==> config.mk <==
export PLATFORM = sky130hd
export DESIGN_NAME = read_buffer
export DESIGN_NICKNAME = d
export VERILOG_FILES = /design/src/rtl/read_buffer.sv
export SDC_FILE = /design/constraint.sdc
export NUM_CORES = 1
export LEC_CHECK = 0
export CORE_MARGIN = 2
export CORE_UTILIZATION = 30
export CTS_CLUSTER_SIZE = 28
export DETAILED_ROUTE_END_ITERATION = 12
export DONT_BUFFER_PORTS = 1
export GPL_TIMING_DRIVEN = 0
export PLACE_DENSITY = 0.51
export SYNTH_ARGS = -nofsm -noshare
export SYNTH_HDL_FRONTEND = slang
export SYNTH_SLANG_ARGS = --single-unit
==> constraint.sdc <==
create_clock -name clk -period 11.15 [get_ports clk]
set_clock_uncertainty 0.2 [all_clocks]
set_input_delay 0.5575 -clock clk [delete_from_list [all_inputs] [get_ports clk]]
set_output_delay 0.5575 -clock clk [all_outputs]
set_load 0.01 [all_outputs]
==> src/rtl/read_buffer.sv <==
// Ping-pong pixel read buffer: single-word Avalon-MM reads fill one bank while
// the filter datapath drains the other through a valid/ack handshake.
module read_buffer #(
  parameter int DEPTH     = 6,
  parameter int ADDR_STEP = 4,
  parameter int CNT_W     = 20
) (
  input  logic             clk,
  input  logic             n_rst,
  input  logic             start,
  input  logic [31:0]      start_address,
  input  logic [CNT_W-1:0] total_pixels,
  input  logic             master_waitrequest,
  input  logic             master_readdatavalid,
  input  logic [31:0]      master_readdata,
  output logic             master_read,
  output logic [31:0]      master_address,
  output logic [23:0]      pixel_out,
  output logic             pixel_valid,
  input  logic             pixel_ack,
  output logic             busy,
  output logic             done_read
);
  localparam int IDX_W = $clog2(DEPTH + 1);

  typedef enum logic [2:0] {IDLE, ISSUE, WAIT, STALL, FINISH} state_t;

  state_t           state;
  logic [23:0]      bank_mem [2][DEPTH];
  logic [1:0]       bank_full;
  logic [IDX_W-1:0] bank_cnt [2];
  logic             fill_sel;
  logic             drain_sel;
  logic [IDX_W-1:0] fill_idx;
  logic [IDX_W-1:0] drain_idx;
  logic [IDX_W-1:0] burst_n;
  logic [IDX_W-1:0] issued;
  logic [IDX_W-1:0] outstanding;
  logic [CNT_W-1:0] remaining;

  logic             accept;
  logic             resp_ok;
  logic             drain_take;
  logic             drain_last;
  logic             mark_full;
  logic [1:0]       full_next;
  logic [CNT_W-1:0] rem_src;
  logic [IDX_W-1:0] next_burst;

  // The pixel word's top byte carries no information.
  logic unused_hi;
  assign unused_hi = ^master_readdata[31:24];

  assign pixel_valid = bank_full[drain_sel];
  assign pixel_out   = pixel_valid ? bank_mem[drain_sel][drain_idx] : '0;

  always_comb begin
    // NOTE: every always_comb output gets a default first so no latch is inferred.
    accept     = master_read && !master_waitrequest;
    resp_ok    = master_readdatavalid && (outstanding != '0);
    drain_take = pixel_valid && pixel_ack;
    drain_last = drain_take && ((drain_idx + IDX_W'(1)) == bank_cnt[drain_sel]);
    mark_full  = (state == WAIT) && (fill_idx == burst_n);
    // Bank status as it will be after this edge; the fill FSM decides on this view.
    full_next  = bank_full;
    if (drain_last) full_next[drain_sel] = 1'b0;
    if (mark_full)  full_next[fill_sel]  = 1'b1;
    rem_src    = (state == IDLE) ? total_pixels : remaining;
    next_burst = (rem_src >= CNT_W'(DEPTH)) ? IDX_W'(DEPTH) : rem_src[IDX_W-1:0];
  end

  // NOTE: pixel storage is deliberately not reset; bank_full gates every read of it.
  always_ff @(posedge clk) begin
    if (resp_ok) bank_mem[fill_sel][fill_idx] <= master_readdata[23:0];
  end

  // NOTE: sequential state uses non-blocking assignments only.
  always_ff @(posedge clk or negedge n_rst) begin
    if (!n_rst) begin
      state          <= IDLE;
      master_read    <= 1'b0;
      master_address <= '0;
      busy           <= 1'b0;
      done_read      <= 1'b0;
      bank_full      <= '0;
      bank_cnt[0]    <= '0;
      bank_cnt[1]    <= '0;
      fill_sel       <= 1'b0;
      drain_sel      <= 1'b0;
      fill_idx       <= '0;
      drain_idx      <= '0;
      burst_n        <= '0;
      issued         <= '0;
      outstanding    <= '0;
      remaining      <= '0;
    end else begin
      done_read <= 1'b0;
      bank_full <= full_next;

      if (accept && !resp_ok)      outstanding <= outstanding + IDX_W'(1);
      else if (!accept && resp_ok) outstanding <= outstanding - IDX_W'(1);

      if (resp_ok) fill_idx <= fill_idx + IDX_W'(1);

      if (drain_last) begin
        drain_idx <= '0;
        drain_sel <= ~drain_sel;
      end else if (drain_take) begin
        drain_idx <= drain_idx + IDX_W'(1);
      end

      case (state)
        IDLE: begin
          if (busy) begin
            busy <= 1'b0;
          end else if (start) begin
            busy           <= 1'b1;
            master_address <= start_address;
            remaining      <= total_pixels;
            fill_sel       <= 1'b0;
            drain_sel      <= 1'b0;
            issued         <= '0;
            if (total_pixels == '0) begin
              done_read <= 1'b1;
            end else begin
              burst_n     <= next_burst;
              master_read <= 1'b1;
              state       <= ISSUE;
            end
          end
        end
        ISSUE: begin
          if (accept) begin
            master_address <= master_address + 32'(ADDR_STEP);
            remaining      <= remaining - CNT_W'(1);
            issued         <= issued + IDX_W'(1);
            if ((issued + IDX_W'(1)) == burst_n) begin
              master_read <= 1'b0;
              state       <= WAIT;
            end
          end
        end
        WAIT: begin
          if (mark_full) begin
            bank_cnt[fill_sel] <= burst_n;
            fill_idx           <= '0;
            issued             <= '0;
            if (remaining == '0) begin
              state <= FINISH;
            end else begin
              fill_sel <= ~fill_sel;
              if (!full_next[~fill_sel]) begin
                burst_n     <= next_burst;
                master_read <= 1'b1;
                state       <= ISSUE;
              end else begin
                state <= STALL;
              end
            end
          end
        end
        STALL: begin
          if (!full_next[fill_sel]) begin
            burst_n     <= next_burst;
            master_read <= 1'b1;
            state       <= ISSUE;
          end
        end
        FINISH: begin
          if (full_next == 2'b00) begin
            done_read <= 1'b1;
            busy      <= 1'b0;
            state     <= IDLE;
          end
        end
        default: state <= IDLE;
      endcase
    end
  end
endmodule

==> results.tsv, run 1 <==
metric	value	unit
numCtsBuffers	43	
die_h	235.1	µm
critPathCaptureType	output port	
start_util	30.44	%
regToRegStartpoint	state[0]	
required	10.39	ns
vias	10020	
hold_viol	0	
p_int	3184	µW
crit_path_cell_trace	buf_6 -> clkbuf_1 -> buf_1 -> mux4_2 -> a21oi_1 -> nor2_1	
fillers	5026	
rsz0062_at_grt	false	
syn_area	0.01603	mm²
total_power	5105	µW
grt_pass1_vias	10280	
root_buffer	clkbuf_16	
drtIter0Drc	659	
drv_cap	0	
finalWorstPathRequiredPeriod	4.185	ns
cp.depth	6	
final_layout_size_suffix_gt1_share	16.17	%
dieArea	0.05529	mm²
syn_to_final_growth	19.57	%
cp-endpoint	pixel_out[4]	
r2r-end	remaining[7]	
clk_pin_slew	0.06	ns
layout_commonest_cell	edfxtp_1	
worst_setup_path_start_kind	flop	
grt_max_degree	84	
power.switching	1921	µW
p_seq_share	38.4	%
slowest_delay	0.84	ns
post_synth.cell_area_avg	14.60	µm²
clkPwrFrac	26.7	%
synth_seq_cells	371	
fin_util	36.39	%
r2r_cells	8	
finalNetCount	1313	
outcome	finished clean	
grtUsageTotal	15.55	%
p_sw_share	37.63	%
clock_sinks	371	
setup_viol	0	
r2r_setup_slack	7.63	ns
final_cell_mix	288 x edfxtp_1, 105 x a21oi_1, 93 x nor2_1	
ys.flop_type	edfxtp_1	
post_cts_resized	0	
worst_pin_slew	1.193	ns
antenna_found_initial	4	
route.detailed.drc	0	
portBuffers	0	
htreeDepth	2	
hpwl	28750	µm
dp.cells	1810	
grt_overflow	0	
first_pass_iters	5	
ctsLongestPathBuffers	3	
wl	43050	µm
maxSlewHeadroom	19.72	%
startpoint	drain_sel	
wl_per_cell	22.19	µm
path_class	reg -> out	
hp-class	in -> reg	
via_per_inst	5.162	
fin_cells	1940	
crit_path_max_fanout	10	
slew_viol_final	0	
yosysWarnings	0	
arrival	3.43	ns
p_comb_share	34.9	%
syn-num-nets	1195	
yosysUniqueCellTypes	63	
ir_drop	0.1300	mV
seq_area_frac_synth	66.92	%
antenna_left	0	
synth_edf_count	288	
leakage	0.006321	µW
rows	84	
clock.fmax	0.2390	GHz
cp_num_buf_inv	3	
io_pins	150	
gp_congestion	0.8426	
post_cts_buffers	0	
clk-insertion-delay-late	0.56	ns
post-route-period-util	37.53	%
syn_inst	1098	
cts_tree	done	
async_reset_ff_share	22.37	%
cp_slowest_cell	buf_1	
core	0.05266	mm²
path_delay_family	buffers and inverters	
power.density	266.4	mW/mm²
grt_pass1_wl	65560	µm
setup_tns	0	ns
die_w	235.1	µm
[timing repair]
item                                    in CTS  in global routing
hold endpoints to repair                   394                  0
hold buffers                                49                  0
endpoints found under the setup margin       0                  0
[registers in the layout, indices dropped and copies added (netlist names), 3 cells and up]
register	flops
outstanding	3
issued	3
fill_idx	3
bank_cnt	6
remaining	20
burst_n	3
drain_idx	3
bank_mem	288
state	3
master_address	32
[routing by layer]
layer  wire [µm]  vias to the layer above  global-route usage (%)  share of wire, %
li1            -                     4497                       -                 -
met5          28                        -                       0             0.065
met2       20660                      316                   25.48                48
met1       18400                     5143                   20.32                43
met3        3140                       55                   4.151               7.3
met4         821                        4                   4.392               1.9
[kinds of logic (layout without fill, tap and decap cells)]
kind of cell | count (synthesis) | in the layout | synth area share, %
simple gates | 298 | 298 | 8.713
compound gates | 216 | 216 | 7.909
other cells | 0 | 3 | 0
fa+ha+maj | 7 | 7 | 0.5933
xor+xnor | 17 | 17 | 1.023
flops | 371 | 371 | 66.92
buf+inv | 75 | 226 | 1.881
mux | 114 | 114 | 12.96
[worst min path at each step]
stage	startpoint	endpoint	depth (start not counted)
4_1_cts	start_address[14]	master_address[14]	2
3_5_place_dp	n_rst	remaining[7]	0
5_1_grt	start_address[14]	master_address[14]	2
6_report	total_pixels[13]	remaining[13]	2
2_1_floorplan	n_rst	bank_cnt[0]	0
3_3_place_gp	n_rst	remaining[9]	0
[power groups by stage]
| stage | clock (µW) | combinational [µW] | sequential (µW) |
|---|---|---|---|
| 2_1_floorplan | 0 | 1230 | 1920 |
| 6_report | 1360 | 1780 | 1960 |
| 3_3_place_gp | 0 | 1700 | 1990 |
| 5_1_grt | 1460 | 1970 | 1990 |
| 3_5_place_dp | 0 | 1770 | 1990 |
| 4_1_cts | 1400 | 1810 | 1960 |
[synthesized netlist by cell type (all sizes together) (4+ instances only)]
master | instances | area, µm²
a21oi | 105 | 525.5
a22o | 4 | 35.03
a22oi | 5 | 37.54
a31oi | 4 | 25.02
and3 | 7 | 43.79
buf | 16 | 80.08
clkbuf | 47 | 176.4
dfrtp | 83 | 2077
edfxtp | 288 | 8648
ha | 6 | 75.07
inv | 12 | 45.04
mux2 | 12 | 142.6
mux2i | 30 | 312.8
mux4 | 72 | 1622
nand2 | 76 | 285.3
nand2b | 8 | 50.05
nand3 | 31 | 155.2
nand4 | 6 | 37.54
nand4b | 4 | 35.03
nor2 | 99 | 371.6
nor2b | 8 | 50.05
nor3 | 29 | 155.2
nor4 | 8 | 50.05
o21ai | 56 | 280.3
o22a | 5 | 43.79
o22ai | 16 | 100.1
or3 | 7 | 45.05
or4 | 4 | 33.78
xnor2 | 8 | 77.58
xor2 | 9 | 86.34
[final cells by class]
type                    instances  area, µm²  area share (%)
clock buffers                  48       1095           5.713
plain buffers                  63      256.5           1.338
multi-input cells             652       5077           26.50
clock inverters                30      257.7           1.345
flip-flops and latches        371      10730           55.97
diodes                          3      7.507         0.03917
inverters                      12      45.04          0.2350
repair buffers                 73      838.3           4.375
well taps                     688      860.8           4.492
[through the flow]
step	hold WS, ns	cell area [µm²]	setup slack [ns]
after floorplan	0.06191	16030	7.259
after global placement	0.06637	16890	4.358
after detailed placement	0.06628	17300	7.480
after CTS	0.001226	19160	6.839
after global routing	0.01909	19160	6.648
final	0.03006	19160	6.965
Power figures use the tool's default switching activity.
==> run 2: changes to the inputs <==
Settings changed: PLACE_DENSITY 0.51 to 0.52.
Clock period 11.15 ns to 3.4 ns, I/O delays scaled along.
==> run 2 against run 1 <==
Net effect: combinational power rose to 3.4 times the previous value; cell count rose by 1.3%; sequential cell count did not move; global-route usage rose by 0.17 points; total power rose to 3.3 times the previous value; clock-buffer cell count rose by 15; design area rose by 1.9%.
==> results.tsv, run 2 (synthesis gave the netlist of run 1 again) <==
metric	value	unit	change
slew_viol_final	0		unchanged
cp_slowest_cell	buf_1		
fin_cells	1966		+1.3%
antenna_left	0		unchanged
htreeDepth	2		unchanged
finalNetCount	1344		+2.4%
drv_cap	0		unchanged
io_pins	150		unchanged
arrival	2.89	ns	-0.54 ns
critPathCaptureType	output port		
power.density	855.4	mW/mm²	+220%
layout_commonest_cell	edfxtp_1		
cts_tree	done		
final_layout_size_suffix_gt1_share	16.90	%	+0.73 points
diodes	0		-3
worst_setup_path_start_kind	flop		
top_regs	bank_mem x288, master_address x32, remaining x20		
outcome	finished clean		
r2r_setup_slack	0.20	ns	-7.43 ns
grt_pass1_vias	10570		+2.9%
antenna_found_initial	0		-4
first_pass_iters	5		unchanged
clock_sinks	371		unchanged
cp_num_buf_inv	2		-1
clkPwrFrac	25.6	%	-1.1 points
clk_pin_slew	0.06	ns	about the same
leakage	0.006487	µW	+2.6%
finalWorstPathRequiredPeriod	3.261	ns	
dp.cells	1808		-0.11%
numCtsBuffers	42		-2.3%
r2r_cells	9		+1
regToRegStartpoint	fill_idx[2]		
clk-insertion-delay-late	0.57	ns	about the same
crit_path_cell_trace	clkbuf_1 -> buf_1 -> mux2i_1 -> nor2_1 -> a21oi_1 -> nor2_1		
hold_viol	0		unchanged
p_int	10400	µW	+230%
setup_tns	0	ns	unchanged
fin_util	37.07	%	+0.68 points
regArea	0.01073	mm²	unchanged
start_util	30.44	%	unchanged
fillers	4967		-1.2%
post-route-period-util	95.91	%	
ir_drop	0.4468	mV	+240%
crit_path_max_fanout	10		unchanged
r2r-end	remaining[14]		
path_delay_family	buffers and inverters		
drtIter0Drc	815		+24%
gp_congestion	0.8369		-0.68%
slowest_delay	0.73	ns	-0.11 ns
largest_reg_flops	288		unchanged
fin_area	0.01952	mm²	+1.9%
ctsLongestPathBuffers	3		unchanged
grtUsageTotal	15.73	%	+0.17 points
p_comb_share	36.0	%	+1.1 points
rows	84		unchanged
power.switching	6299	µW	+230%
grt_pass1_wl	66650	µm	+1.7%
grt_overflow	0		unchanged
final_cell_mix	288 x edfxtp_1, 105 x a21oi_1, 93 x nor2_1		
portBuffers	0		unchanged
wl	43320	µm	+0.63%
die_w	235.1	µm	unchanged
setup_viol	0		unchanged
hpwl	28570	µm	-0.62%
p_seq_share	38.5	%	about the same
grt_max_degree	84		unchanged
post_cts_buffers	0		unchanged
hp-class	in -> async		
root_buffer	clkbuf_16		
die_h	235.1	µm	unchanged
post_dp_cell_area	0.01734	mm²	+0.24%
dieArea	0.05529	mm²	unchanged
wl_per_cell	22.03	µm	-0.70%
route.detailed.drc	0		unchanged
top_register	bank_mem		
maxSlewHeadroom	37.50	%	+18 points
syn_to_final_growth	21.80	%	
clock.fmax	0.3067	GHz	
core	0.05266	mm²	unchanged
vias	10240		+2.2%
multi_input_area	0.005116	mm²	+0.76%
via_per_inst	5.208		+0.87%
required	3.03	ns	-7.36 ns
p_sw_share	37.72	%	+0.089 points
crit_path_frequent_cell	nor2_1		
worst_pin_slew	0.9305	ns	-0.2627 ns
path_class	reg -> out		
rsz0062_at_grt	true		
run 2: cell types whose count changed in the layout (fill, tap and decap cells not counted), sizes merged:
cell           previous run  this run
bufinv                    3         1
dlygate4sd3              48        82
clkbuf                   95       113
diode                     3         0
clkinvlp                  4         1
buf                      41        35
clkdlybuf4s15             0         1
inv                      14        13
clkinv                   21         9
run 2: area by class of cell:
| class | count | area share, % |
|---|---|---|
| sequential | 371 | 54.95 |
| multi-input combinational | 652 | 26.21 |
| timing repair buffer | 105 | 6.160 |
| clock buffer | 63 | 5.942 |
| tap | 688 | 4.410 |
| buffer | 63 | 1.532 |
| clock inverter | 12 | 0.5705 |
| inverter | 12 | 0.2308 |
run 2: routing by layer:
metal  part of all wire, %  global-route usage (%)  vias to the layer above
met3                   7.1                   3.729                       65
met5                     0                       0                        -
met1                    43                   21.02                     5274
met4                   1.8                   3.797                        0
li1                      -                       -                     4555
met2                    48                   25.87                      344
run 2: what timing repair did:
action / in CTS / in global routing
gates resized for setup: 20 / 23
endpoints found under the setup margin: 31 / 48
hold buffers: 83 / 0
endpoints found under the hold margin: 439 / 0
run 2: worst max-delay path by stage:
stage | start | endpoint | slack [ns] | depth (start not counted)
after detailed placement | drain_sel | pixel_out[21] | -0.07 | 6
final | drain_idx[1] | pixel_out[21] | 0.14 | 6
after global placement | fill_idx[2] | bank_mem[0][41] | -2.16 | 4
after global routing | drain_idx[1] | pixel_out[21] | -0.07 | 6
after floorplan | fill_idx[2] | bank_mem[0][24] | 0.03 | 4
after CTS | drain_sel | pixel_out[21] | -0.04 | 8
run 2: power by group through the flow:
| stage | Sequential (µW) | Combinational (µW) | Clock [µW] |
|---|---|---|---|
| 2_1_floorplan | 6310 | 4050 | 0 |
| 4_1_cts | 6420 | 6060 | 4410 |
| 3_5_place_dp | 6510 | 5860 | 0 |
| 3_3_place_gp | 6510 | 5590 | 0 |
| 6_report | 6420 | 6010 | 4270 |
| 5_1_grt | 6520 | 6570 | 4620 |
run 2: per-stage QoR:
| stage | setup slack [ns] | hold WS, ns | total power [µW] |
|---|---|---|---|
| CTS | -0.04456 | 0.01798 | 16890 |
| global route | -0.07023 | 0.03577 | 17720 |
| finish | 0.1390 | 0.04545 | 16700 |
| floorplan | 0.03334 | -0.3256 | 10360 |
| detailed placement | -0.06883 | -0.3211 | 12370 |
| global placement | -2.156 | -0.3229 | 12100 |
